[config.mk]
export PLATFORM = sky130hd
export DESIGN_NAME = facility_alert_ctrl
export DESIGN_NICKNAME = d
export VERILOG_FILES = /design/src/rtl/scp_pkg.sv /design/src/rtl/sat_counter.sv /design/src/rtl/facility_alert_ctrl.sv
export SDC_FILE = /design/constraint.sdc
export NUM_CORES = 1
export LEC_CHECK = 0
export BUFFER_PORTS_ARGS = -buffer_cell sky130_fd_sc_hd__buf_4
export CAP_MARGIN = 10
export CELL_PAD_IN_SITES_DETAIL_PLACEMENT = 0
export CELL_PAD_IN_SITES_GLOBAL_PLACEMENT = 1
export CORE_UTILIZATION = 35
export CTS_CLUSTER_SIZE = 10
export DETAILED_ROUTE_END_ITERATION = 12
export PLACE_DENSITY = 0.68
export SLEW_MARGIN = 40
export SYNTH_ARGS = -nofsm -noshare
export SYNTH_HDL_FRONTEND = slang
export SYNTH_HIERARCHICAL = 1
export SYNTH_SLANG_ARGS = --single-unit
export TNS_END_PERCENT = 30
[constraint.sdc]
create_clock -name clock -period 2.5 [get_ports clock]
set_input_delay 0.25 -clock clock [delete_from_list [all_inputs] [get_ports clock]]
set_output_delay 0.25 -clock clock [all_outputs]
set_load 0.01 [all_outputs]
[src/rtl/scp_pkg.sv]
// Shared encodings for the scp_079 / facility alert loop: FSM state codes and
// one-hot alert colours {green,yellow,red}.
package scp_pkg;

    typedef enum logic [2:0] {
        GREEN    = 3'd0,
        YELLOW   = 3'd1,
        RED      = 3'd2,
        LOCKDOWN = 3'd3,
        RECOVER  = 3'd4
    } alert_state_t;

    localparam logic [2:0] COL_GREEN  = 3'b100;
    localparam logic [2:0] COL_YELLOW = 3'b010;
    localparam logic [2:0] COL_RED    = 3'b001;

    function automatic logic [2:0] state_colour(input alert_state_t s);
        case (s)
            YELLOW, RECOVER: state_colour = COL_YELLOW;
            RED, LOCKDOWN:   state_colour = COL_RED;
            default:         state_colour = COL_GREEN;
        endcase
    endfunction

endpackage

[src/rtl/sat_counter.sv]
// Up-counter with synchronous clear and saturating increment; it never wraps.
module sat_counter #(
    parameter int W = 8
) (
    input  logic         clock,
    input  logic         reset,
    input  logic         clear,
    input  logic         inc,
    output logic [W-1:0] count
);

    always_ff @(posedge clock) begin
        if (reset || clear)
            count <= '0;
        else if (inc && (count != {W{1'b1}}))
            count <= count + 1'b1;
    end

endmodule

[src/rtl/facility_alert_ctrl.sv]
// Facility alert FSM: watches scp_079 attack flags and drives the one-hot
// green/yellow/red level back to it, with escalation and cool-down timers.
module facility_alert_ctrl
    import scp_pkg::*;
#(
    parameter int TIMER_W        = 8,
    parameter int ESC_CYCLES     = 3,
    parameter int CALM_CYCLES    = 5,
    parameter int YELLOW_MAX     = 10,
    parameter int RED_MIN        = 12,
    parameter int LOCK_CYCLES    = 20,
    parameter int RECOVER_CYCLES = 8
) (
    input  logic               clock,
    input  logic               reset,
    input  logic               a_security,
    input  logic               a_database,
    input  logic               a_control_sys,
    input  logic               cheat_out,
    output logic               green,
    output logic               yellow,
    output logic               red,
    output logic [2:0]         alert_state,
    output logic [TIMER_W-1:0] timer
);

    localparam logic [TIMER_W-1:0] ESC_LAST     = TIMER_W'(ESC_CYCLES - 1);
    localparam logic [TIMER_W-1:0] CALM_LAST    = TIMER_W'(CALM_CYCLES - 1);
    localparam logic [TIMER_W-1:0] YELLOW_LAST  = TIMER_W'(YELLOW_MAX - 1);
    localparam logic [TIMER_W-1:0] RED_LAST     = TIMER_W'(RED_MIN - 1);
    localparam logic [TIMER_W-1:0] LOCK_LAST    = TIMER_W'(LOCK_CYCLES - 1);
    localparam logic [TIMER_W-1:0] RECOVER_LAST = TIMER_W'(RECOVER_CYCLES - 1);

    alert_state_t       state, state_next;
    logic [2:0]         colour;
    logic [TIMER_W-1:0] atk_streak, quiet_streak;
    logic               any_atk, severe, state_chg;

    assign any_atk = a_security | a_database | a_control_sys;
    // Control-system compromise alone is severe; otherwise any two of three.
    assign severe  = a_control_sys | (a_security & a_database);

    always_comb begin
        state_next = state;
        case (state)
            GREEN: begin
                if (cheat_out)                           state_next = LOCKDOWN;
                else if (severe)                         state_next = RED;
                else if (any_atk && atk_streak == ESC_LAST) state_next = YELLOW;
            end
            YELLOW: begin
                if (cheat_out)                           state_next = LOCKDOWN;
                else if (severe)                         state_next = RED;
                else if (any_atk && timer == YELLOW_LAST) state_next = RED;
                else if (!any_atk && quiet_streak == CALM_LAST) state_next = GREEN;
            end
            RED: begin
                if (cheat_out)                           state_next = LOCKDOWN;
                else if (timer >= RED_LAST && !any_atk)  state_next = RECOVER;
            end
            LOCKDOWN: begin
                // Deliberately deaf to every input, cheat_out included.
                if (timer == LOCK_LAST)                  state_next = RECOVER;
            end
            RECOVER: begin
                if (cheat_out)                           state_next = LOCKDOWN;
                else if (any_atk)                        state_next = RED;
                else if (quiet_streak == RECOVER_LAST)   state_next = GREEN;
            end
            default:                                     state_next = GREEN;
        endcase
    end

    assign state_chg = (state_next != state);

    always_ff @(posedge clock) begin
        if (reset) begin
            state  <= GREEN;
            colour <= COL_GREEN;
        end else begin
            state  <= state_next;
            colour <= state_colour(state_next);
        end
    end

    sat_counter #(.W(TIMER_W)) u_timer (
        .clock (clock),
        .reset (reset),
        .clear (state_chg),
        .inc   (1'b1),
        .count (timer)
    );

    sat_counter #(.W(TIMER_W)) u_atk_streak (
        .clock (clock),
        .reset (reset),
        .clear (state_chg | ~any_atk),
        .inc   (any_atk),
        .count (atk_streak)
    );

    sat_counter #(.W(TIMER_W)) u_quiet_streak (
        .clock (clock),
        .reset (reset),
        .clear (state_chg | any_atk),
        .inc   (~any_atk),
        .count (quiet_streak)
    );

    assign {green, yellow, red} = colour;
    assign alert_state          = state;

endmodule

==> out/summary.log <==
[floorplan] number of ports placed on the die boundary 20
[global_routing] antenna violations before repair 0
[power] reported leakage power 1.03 nW
[floorplan] Core Region 5110 um^2
[setup_path] Worst Setup Path Type register to register
[setup_path] worst reg-to-reg setup slack 0.08 ns
[hold_path] Hold/Removal Path Class primary input to register
[hold_path] worst hold path cell count 2
[yosys] Yosys warnings 6
[finish] most common cell after layout, fill and taps aside buf_4
[clock_network] clock root buffer clkbuf_8
[power] Internal Dissipation 925 uW
[yosys] number of enable flip-flop cells after synthesis 0
[clock_network] H-tree depth 2
[route] Detailed Route Iter0 Violations 98
[finish] count of placed standard cells in the final layout, fillers left out 343
[placed_design] weighted congestion reported at the end of routability-driven placement 0.765
[clock_network] total CTS buffers 5
[floorplan] effective utilization at floorplan 0.365
[hold_path] hold wc startpoint reset
[setup_path] cell family contributing the most delay on the critical path simple AND/OR/NAND/NOR gates
[placed_design] number of buffer cells added on primary ports 19
[clock_network] TritonCTS clock tree yes
[sta] setup repair after global routing missed its margin true
[finish] number of nets at the end of the flow 281
[clock_network] clock edge transition at the registers on the reported setup and hold paths 0.07 ns
[yosys] register bit total from synthesis 30
[finish] antenna diode count 0
[setup_path] cell type of the slowest stage on the worst timing path or4_4
[global_routing] largest net degree at the start of global routing 17
[setup_path] CP Max Fanout 5
[power] sequential share of power 0.397
[sta] worst clock skew on the final layout 0.00440 ns
[sta] clock period minus worst slack 2.42 ns
[route] Antenna Nets Post-Route 0
[global_routing] aggregate global routing overflow 0
[floorplan] site row count 26
[setup_path] Setup crit end kind register
[yosys] share of synthesized registers carrying an async set or reset 0
[route] average routed wire per standard cell 13.6 um
[setup_path] slowest stage delay, CP 0.55 ns
[setup_path] R2R Path End u_timer/count[5]
[sta] setup tns final 0 ns
[power] Net Sw Frac 0.272
[power] power per cell area 500 nW/um^2
[clock_network] buffer levels on the longest clock path 2
[route] number of vias in the routed layout 1799
[floorplan] DIE WIDTH 75.0 um
[setup_path] startpoint type of the worst setup path register
[route] wire length reported by the detailed router 4660 um
[global_routing] first-pass GRT wire length 7660 um
[clock_network] total clock sinks 30
[power] Max VDD drop 363 uV
[placed_design] HPWL Detailed 3310 um
[route] Remaining DRCs 0
[route] router iterations before antenna repair 4
[yosys] Cell Area, Synth 1860 um^2
[setup_path] cell-by-cell trace of the critical path or4_4, nor2_4, buf_6, a2bb2oi_2, o211a_4, mux2_4, nand2_4, nor2_1, buf_4, and3b_1
[sta] final-report max-slew violation count 0
[sta] final period utilization 0.969
[placed_design] Post-Place Cells 332
[sta] Final Hold Viols 0
[job] Max-cap violations 0
[setup_path] number of cell instances on the worst register-to-register path 10
[yosys] average instance area after synthesis 8.79 um^2
[floorplan] die outline height 75.0 um
[finish] fraction of layout cells with a size suffix above 1 0.352
[power] share of total power in combinational logic 0.219
[yosys] Cells after Synth 212
[finish] leading cell types in the layout, fill and taps excluded buf_4, dfxtp_1, nand2_1
[yosys] post-synthesis cell type count 56
[setup_path] worst flop-to-flop path startpoint u_timer/count[3]
[setup_path] required time at the endpoint of the critical path 2.67 ns
[placed_design] Post-Place Worst Slack -0.146 ns
[clock_network] clk_lat worst skew 0.28 ns
[run_status] outcome finished, final reports clean
[setup_path] Crit path buffers/inverters 2
[global_routing] GRT Util Overall 0.181
[power] clock network fraction of design power 0.384
[finish] utilization after layout 0.498
[yosys] dominant register cell in the synthesized netlist dfxtp_1
[setup_path] arrival time of data at the critical path endpoint 2.60 ns
[finish] layout-stage area growth over the synthesis result 36.4%
[hold_path] end of the worst hold path u_quiet_streak/count[2]
[sta] final setup fails 0
[global_routing] number of global-route vias before repair 1682
[power] net switching power 346 uW
[sta] maximum clock frequency 413 MHz
[route] detail-routed via count per cell 5.24
[yosys] sequential area share after synthesis 0.322
[finish] fill cell total of the finished layout 496
[floorplan] Die Footprint 5620 um^2
[sta] fin worst setup slack 0.0770 ns
what timing repair did:
item | 4_1_cts | 5_1_grt
endpoints found under the setup margin | 8 | 21
gates resized for setup | 2 | 19
buffers inserted | 0 | 3
hold buffers | 0 | 0
pin swaps | 0 | 3
how the worst max path moves through the flow:
stage | end | from | cells after the start
floorplan | u_atk_streak/count[3] | u_timer/count[3] | 8
global placement | u_atk_streak/count[1] | a_database | 11
detailed placement | u_atk_streak/count[1] | a_database | 11
CTS | u_timer/count[5] | u_timer/count[3] | 9
global route | u_timer/count[0] | u_timer/count[3] | 9
finish | u_timer/count[5] | u_timer/count[3] | 10
flip-flops by register name, summed over array words and instances, names as in the netlist:
signal                count
u_atk_streak/count        8
u_quiet_streak/count      8
u_timer/count             8
alert_state               3
colour                    3
metrics by stage:
step	hold WS (ns)	total power, mW	instance area (um^2)
3_5_place_dp	0.492	0.746	2310
2_1_floorplan	0.329	0.648	1880
4_1_cts	0.260	1.24	2420
3_3_place_gp	0.478	0.747	2310
5_1_grt	0.315	1.33	2540
6_report	0.308	1.27	2540
power by group through the flow:
stage	Combinational, mW	Clock, mW	Sequential [mW]
6_report	0.279	0.488	0.505
5_1_grt	0.302	0.525	0.507
4_1_cts	0.235	0.499	0.504
3_5_place_dp	0.231	0	0.515
3_3_place_gp	0.231	0	0.516
2_1_floorplan	0.131	0	0.517
per-layer routing:
| layer | wire, um | GRT usage | vias up | part of all wire |
|---|---|---|---|---|
| met5 | 0 | 0 | - | 0 |
| met4 | 27 | 0.0566 | 0 | 0.0058 |
| met3 | 107 | 0.0442 | 2 | 0.023 |
| met2 | 2160 | 0.291 | 21 | 0.46 |
| met1 | 2360 | 0.239 | 846 | 0.51 |
| li1 | - | - | 930 | - |
synthesized netlist by cell type, types with 2 or more instances:
library cell  number  area share
or4_1              4       0.016
nor3_1             2      0.0054
inv_1              4      0.0081
and2_2             3       0.012
nand3_1            9       0.024
and4_1             3       0.014
or3_1              7       0.024
buf_6              2       0.012
or3_2              3       0.012
and3b_1            6       0.028
and4_2             3       0.016
o2111ai_1          3       0.014
nor2b_1            2      0.0067
a21o_1             2      0.0081
nor2_1             9       0.018
o21ai_0            3      0.0081
ha_1               3       0.020
buf_2              3      0.0081
mux2i_1           12       0.064
dfxtp_1           30        0.32
and3_1             6       0.020
a21boi_0           3       0.012
nand4_1            9       0.030
nor4_1             5       0.017
nand2_1           25       0.050
a21oi_1           18       0.048
a21boi_2           4       0.024
final cells by class:
class	count	area, um^2	area share
Inverter	5	20.0	0.00788
Timing Repair Buffer	55	420	0.165
Sequential cell	30	603	0.237
Clock inverter	3	40.0	0.0158
Multi-Input combinational cell	175	1300	0.512
Tap cell	70	87.6	0.0345
Clock buffer	5	68.8	0.0271
logic make-up (layout without fill, tap and decap cells):
logic type,count (synthesis),count (layout),synth area share
DFF,30,30,0.322
muxes,14,14,0.0786
xor gates and xnor gates,2,2,0.00940
AOI/OAI and AO/OA,46,46,0.185
other,1,5,0.00201
buffers and inverters,11,68,0.0349
and+or+nand+nor,105,105,0.348
adders and majority gates,3,3,0.0201
Power figures use the tool's default switching activity.
